**config.mk**
```make
export PLATFORM = sky130hd
export DESIGN_NAME = defuzzificador_it2_flat
export DESIGN_NICKNAME = d
export VERILOG_FILES = /design/src/rtl/defuzzificador_it2_if.sv /design/src/rtl/defuzzificador_it2.sv /design/src/flat_wrapper.sv
export SDC_FILE = /design/constraint.sdc
export NUM_CORES = 1
export LEC_CHECK = 0
export CELL_PAD_IN_SITES_DETAIL_PLACEMENT = 1
export CELL_PAD_IN_SITES_GLOBAL_PLACEMENT = 2
export CORE_MARGIN = 3
export CORE_UTILIZATION = 26
export DETAILED_ROUTE_END_ITERATION = 10
export HOLD_SLACK_MARGIN = 0.03
export PLACE_DENSITY_LB_ADDON = 0.1
export REMOVE_ABC_BUFFERS = 1
export SETUP_SLACK_MARGIN = 0.3
export SKIP_CTS_REPAIR_TIMING = 1
export SLEW_MARGIN = 20
export SYNTH_ARGS = -nofsm -noshare
export SYNTH_HDL_FRONTEND = slang
export SYNTH_SLANG_ARGS = --single-unit
```
**constraint.sdc**
```tcl
create_clock -name CLK -period 10 [get_ports CLK]
set_clock_uncertainty 0.1 [all_clocks]
set_input_delay 2 -clock CLK [delete_from_list [all_inputs] [get_ports CLK]]
set_output_delay 2 -clock CLK [all_outputs]
set_load 0.02 [all_outputs]
```
**src/rtl/defuzzificador_it2_if.sv**
```systemverilog
// Rule beat input and crisp result output of the IT2 defuzzifier.
// Latency: n/a (wiring only).
// Backpressure: Rule_Ready gates Rule_Valid; results are not backpressured.
interface defuzzificador_it2_if;
  logic       Rule_Valid;
  logic       Rule_Ready;
  logic [7:0] Rule_UP;
  logic [7:0] Rule_LOW;
  logic [7:0] Rule_Centro;
  logic       Rule_Last;
  logic [7:0] Saida;
  logic       Saida_Valid;
  logic       Erro;
  logic       Busy;

  // rule source / result sink side
  modport master (
    output Rule_Valid, Rule_UP, Rule_LOW, Rule_Centro, Rule_Last,
    input  Rule_Ready, Saida, Saida_Valid, Erro, Busy
  );

  // defuzzifier side
  modport slave (
    input  Rule_Valid, Rule_UP, Rule_LOW, Rule_Centro, Rule_Last,
    output Rule_Ready, Saida, Saida_Valid, Erro, Busy
  );
endinterface

```
**src/rtl/defuzzificador_it2.sv**
```systemverilog
// Nie-Tan type reduction + defuzzification: y = sum((UP+LOW)*C) / sum(UP+LOW).
// Latency: Saida_Valid 8 cycles after the edge accepting the Last beat.
// Backpressure: Rule_Ready low while dividing and in DONE; beats offered then are dropped.
module defuzzificador_it2 #(
  parameter int         MAX_REGRAS   = 16,
  parameter logic [7:0] SAIDA_PADRAO = 8'd128
) (
  input logic                 CLK,
  input logic                 RESET,
  defuzzificador_it2_if.slave bus
);
  localparam int LOG_R = (MAX_REGRAS > 1) ? $clog2(MAX_REGRAS) : 1;
  localparam int NUM_W = 17 + LOG_R;                // 510*255*MAX_REGRAS
  localparam int DEN_W = 9 + LOG_R;                 // 510*MAX_REGRAS
  localparam int CNT_W = $clog2(MAX_REGRAS + 1);

  typedef enum logic [1:0] {IDLE, ACCUM, DIVIDE, DONE} state_t;

  state_t             state, state_nx;
  logic [NUM_W-1:0]   num, num_nx, rem, rem_nx, den_sh;
  logic [DEN_W-1:0]   den, den_nx;
  logic [CNT_W-1:0]   cnt, cnt_nx;
  logic               ovf, ovf_nx;
  logic [2:0]         iter;
  logic [7:0]         quo;
  logic [7:0]         saida_r;
  logic               saida_vld_r, erro_r;
  logic [8:0]         w;
  logic [16:0]        prod;
  logic               accept, q_bit;

  assign accept = bus.Rule_Valid && bus.Rule_Ready;

  // state register
  always_ff @(posedge CLK) begin
    if (RESET) state <= IDLE;
    else       state <= state_nx;
  end

  // next-state and handshake/status outputs
  always_comb begin
    state_nx       = state;
    bus.Rule_Ready = 1'b0;
    bus.Busy       = 1'b0;
    case (state)
      IDLE: begin
        bus.Rule_Ready = 1'b1;
        if (accept) state_nx = bus.Rule_Last ? DIVIDE : ACCUM;
      end
      ACCUM: begin
        bus.Rule_Ready = 1'b1;
        if (accept && bus.Rule_Last) state_nx = DIVIDE;
      end
      DIVIDE: begin
        bus.Busy = 1'b1;
        if (iter == 3'd0) state_nx = DONE;
      end
      DONE: begin
        bus.Busy = 1'b1;
        state_nx = IDLE;
      end
      default: state_nx = IDLE;
    endcase
  end

  // accumulator update for an accepted beat; the first beat of a set loads directly
  always_comb begin
    w      = {1'b0, bus.Rule_UP} + {1'b0, bus.Rule_LOW};
    prod   = 17'(w) * 17'(bus.Rule_Centro);
    num_nx = num;
    den_nx = den;
    cnt_nx = cnt;
    ovf_nx = ovf;
    if (state == IDLE) begin
      num_nx = NUM_W'(prod);
      den_nx = DEN_W'(w);
      cnt_nx = CNT_W'(1);
      ovf_nx = 1'b0;
    end else if (cnt < CNT_W'(MAX_REGRAS)) begin
      num_nx = num + NUM_W'(prod);
      den_nx = den + DEN_W'(w);
      cnt_nx = cnt + CNT_W'(1);
    end else begin
      ovf_nx = 1'b1;                                // extra beats are swallowed, not summed
    end
  end

  // one restoring-division step: compare remainder against DEN shifted to the current bit
  always_comb begin
    den_sh = NUM_W'(den) << iter;
    q_bit  = (rem >= den_sh);
    rem_nx = q_bit ? (rem - den_sh) : rem;
  end

  // datapath: accumulate, divide, publish result, then clear for the next set
  always_ff @(posedge CLK) begin
    if (RESET) begin
      num <= '0; den <= '0; cnt <= '0; ovf <= 1'b0;
      rem <= '0; quo <= '0; iter <= '0;
      saida_r <= '0; saida_vld_r <= 1'b0; erro_r <= 1'b0;
    end else begin
      case (state)
        IDLE, ACCUM: begin
          saida_vld_r <= 1'b0;
          if (accept) begin
            num <= num_nx; den <= den_nx; cnt <= cnt_nx; ovf <= ovf_nx;
            if (bus.Rule_Last) begin
              rem  <= num_nx;
              quo  <= '0;
              iter <= 3'd7;
            end
          end
        end
        DIVIDE: begin
          rem  <= rem_nx;
          quo  <= {quo[6:0], q_bit};
          iter <= iter - 3'd1;
          if (iter == 3'd0) begin
            saida_vld_r <= 1'b1;
            saida_r     <= (den != '0) ? {quo[6:0], q_bit} : SAIDA_PADRAO;
            erro_r      <= (den == '0) | ovf;
          end
        end
        DONE: begin
          saida_vld_r <= 1'b0;
          num <= '0; den <= '0; cnt <= '0; ovf <= 1'b0;
          rem <= '0; quo <= '0; iter <= '0;
        end
        default: saida_vld_r <= 1'b0;
      endcase
    end
  end

  assign bus.Saida       = saida_r;
  assign bus.Saida_Valid = saida_vld_r;
  assign bus.Erro        = erro_r;
endmodule
```
**src/flat_wrapper.sv**
```systemverilog
// flat-port wrapper written by rule: the top's interface ports become plain ports
module defuzzificador_it2_flat 
#(
  parameter int         MAX_REGRAS   = 16,
  parameter logic [7:0] SAIDA_PADRAO = 8'd128
)
  (CLK, RESET, bus_Rule_Valid, bus_Rule_UP, bus_Rule_LOW, bus_Rule_Centro, bus_Rule_Last, bus_Rule_Ready, bus_Saida, bus_Saida_Valid, bus_Erro, bus_Busy);
  defuzzificador_it2_if bus_i ();
  input logic CLK;
  input logic RESET;
  input wire logic [$bits(bus_i.Rule_Valid)-1:0] bus_Rule_Valid;
  input wire logic [$bits(bus_i.Rule_UP)-1:0] bus_Rule_UP;
  input wire logic [$bits(bus_i.Rule_LOW)-1:0] bus_Rule_LOW;
  input wire logic [$bits(bus_i.Rule_Centro)-1:0] bus_Rule_Centro;
  input wire logic [$bits(bus_i.Rule_Last)-1:0] bus_Rule_Last;
  output wire logic [$bits(bus_i.Rule_Ready)-1:0] bus_Rule_Ready;
  output wire logic [$bits(bus_i.Saida)-1:0] bus_Saida;
  output wire logic [$bits(bus_i.Saida_Valid)-1:0] bus_Saida_Valid;
  output wire logic [$bits(bus_i.Erro)-1:0] bus_Erro;
  output wire logic [$bits(bus_i.Busy)-1:0] bus_Busy;
  assign bus_i.Rule_Valid = bus_Rule_Valid;
  assign bus_i.Rule_UP = bus_Rule_UP;
  assign bus_i.Rule_LOW = bus_Rule_LOW;
  assign bus_i.Rule_Centro = bus_Rule_Centro;
  assign bus_i.Rule_Last = bus_Rule_Last;
  assign bus_Rule_Ready = bus_i.Rule_Ready;
  assign bus_Saida = bus_i.Saida;
  assign bus_Saida_Valid = bus_i.Saida_Valid;
  assign bus_Erro = bus_i.Erro;
  assign bus_Busy = bus_i.Busy;
  defuzzificador_it2 #(.MAX_REGRAS(MAX_REGRAS), .SAIDA_PADRAO(SAIDA_PADRAO)) u_core (.CLK(CLK), .RESET(RESET), .bus(bus_i));
endmodule
```
==> out/metrics.yaml <==
run_status:
  status: "finished, final reports clean"
run:
  drv_cap: 0
yosys:
  synthDistinctLibCells: 77
  ys_ff_latch: 83
  syn_area_um2: 9440
  ys_async_sr_fraction_pct: 0
  yosys.area.top_type_share_pct: 17.6
  synth_top_area_cell: "dfxtp_1"
  ys.flop_type: "dfxtp_1"
  ys_seq_area_share_pct: 17.6
  synthCells: 1194
  synth_edf_count: 0
  syn_area_per_cell_um2: 7.91
  synth.area.top_cells: "dfxtp_1, ha_1, fa_1"
  synth_warnings: 0
cts:
  cts_sinks: 83
  cts_buffers: 9
  clk_pin_slew_ns: 0.07
  cts.htree.levels: 3
  tritoncts: "done"
  clk_latency_ns: 0.35
  cts_root_buf: "clkbuf_16"
  max-clock-path-buffers: 2
sta:
  finalCriticalPeriod_ns: 9.32
  worstMarginPinSlew_ns: 0.987
  hold_viol: 0
  setup_viol: 0
  relSlewSlack_pct: 33.9
  slew_viol_final: 0
  timing.hold.ws_ns: 0.355
  setup_tns_ns: 0
  fin_crit_sh_pct: 93.2
  max_freq_mhz: 107
  rsz0062_at_grt: "yes"
grt:
  antenna_found_initial: 0
  grt_pass1_wl_um: 51000
  grt_pass1_vias: 8823
  grt_util_all_layers_pct: 16.7
  grt_start_max_net_pins: 45
  grt_overflow: 0
finish:
  drive_gt1_share_pct: 8.72
  fillers: 4294
  multiInputGateArea_um2: 7370
  seq_area_um2: 1660
  final_cells: 1699
  area_delta_synth_final_pct: 15.5
  fin_util_pct: 30.6
  nNetsFinal: 1407
  diodes: 0
drt:
  vias_per_cell: 5.09
  vias: 8652
  drt_iter0_markers: 378
  drt-wirelength-per-cell_um: 19.1
  drt-total-wl_um: 32500
  first_pass_iters: 4
  ant_nets: 0
  drc_errors: 0
worst_setup_path:
  arrival_ns: 9.52
  worstPathMaxFanout: 5
  cpMostUsedCell: "fa_1"
  critical_path_class: "input pin to flop"
  worst_ep_required_time_ns: 10.20
  cp-start-kind: "input pin"
  critPathMaxStageDelay_ns: 0.54
  critPathSlowestCell: "fa_1"
  worst_setup_path_end_kind: "flop"
  reg2reg_slack_ns: 5.50
die:
  fp.dieW_um: 197
  core_area_um2: 35700
  num_rows: 69
  start_util_pct: 26.5
  die_h_um: 197
  die_area_um2: 38600
  ios: 40
place:
  io_buffers: 39
  dp.cells: 1683
  gp_congestion: 0.787
  place_hpwl_um: 25400
worst_hold_path:
  hold_path.class: "flop to flop"
-- layout by cell type, fill, tap and decap left out, types with 39 or more instances in the layout --
cell type / synthesis / final
nor2_1: 115 / 112
buf_4: 0 / 39
ha_1: 98 / 95
inv_1: 89 / 89
dfxtp_1: 83 / 83
o21ai_0: 57 / 56
and2_1: 55 / 53
a21oi_1: 89 / 88
fa_1: 46 / 45
nand2_1: 95 / 94
-- cells by family after synthesis --
group	synth area share (%)
buffers and inverters	5.75
AOI/OAI and AO/OA	23.9
DFF	17.6
xor gates and xnor gates	3.71
and+or+nand+nor	21.5
adders and majority gates	22.7
muxes	4.82
-- through the flow --
step | setup WS, ns | instance area, µm²
2_1_floorplan | 0.872 | 9250
3_3_place_gp | 0.195 | 10500
3_5_place_dp | 0.0416 | 10500
4_1_cts | 0.375 | 10800
5_1_grt | 0.259 | 10900
6_report | 0.683 | 10900
-- final timing paths --
path,from,cells after the start,to
worst min-delay path,u_core.bus.Saida[0],2,u_core.bus.Saida[0]
worst max register to register,u_core.iter[0],12,u_core.rem[18]
worst min register to register,u_core.bus.Saida[0],2,u_core.bus.Saida[0]
worst max-delay path,bus_Rule_LOW[1],30,u_core.num[20]
-- synth_stat cells (all sizes together), types with 15 or more instances --
| cell | count |
|---|---|
| a211oi | 30 |
| clkbuf | 38 |
| mux2i | 32 |
| xnor2 | 25 |
| inv | 91 |
| a21oi | 90 |
| nand3 | 33 |
| ha | 98 |
| o21ai | 64 |
| xor2 | 15 |
| nor3 | 23 |
| nor2 | 115 |
| nor2b | 17 |
| a21o | 24 |
| and2 | 55 |
| nand2 | 95 |
| fa | 46 |
| dfxtp | 83 |
| a22oi | 21 |
-- per-layer routing --
layer | global-route usage [%] | share of wire [%]
met1 | 22.9 | 49
met2 | 28.8 | 48
met3 | 1.37 | 1.9
met4 | 3.75 | 1.2
met5 | 0 | 0
-- area by class of cell --
type	count	area share (%)
clock buffer	10	2.10
multi-input combinational	970	67.5
tap	461	5.29
sequential	83	15.2
clock inverter	4	0.264
inverter	92	3.17
timing repair buffer	79	6.40
-- registers in the layout, indices dropped and copies added, names as in the netlist --
name and count:
u_core.bus.Saida 8, u_core.quo 7, u_core.rem 21, u_core.den 13, u_core.ovf 1, u_core.iter 3, u_core.state 2, u_core.bus.Saida_Valid 1
u_core.bus.Erro 1, u_core.num 21, u_core.cnt 5
-- worst max-delay path, delay by kind of cell --
| family | cells | cell delay, ns |
|---|---|---|
| and+or+nand+nor | 6 | 1.13 |
| xor gates and xnor gates | 2 | 0.31 |
| adders and majority gates | 7 | 3.01 |
| buffers and inverters | 4 | 0.67 |
| AOI/OAI and AO/OA | 11 | 2.37 |
Power is not shown: default switching activity piles up to over one toggle a cycle in this logic, so the estimate is an artifact.
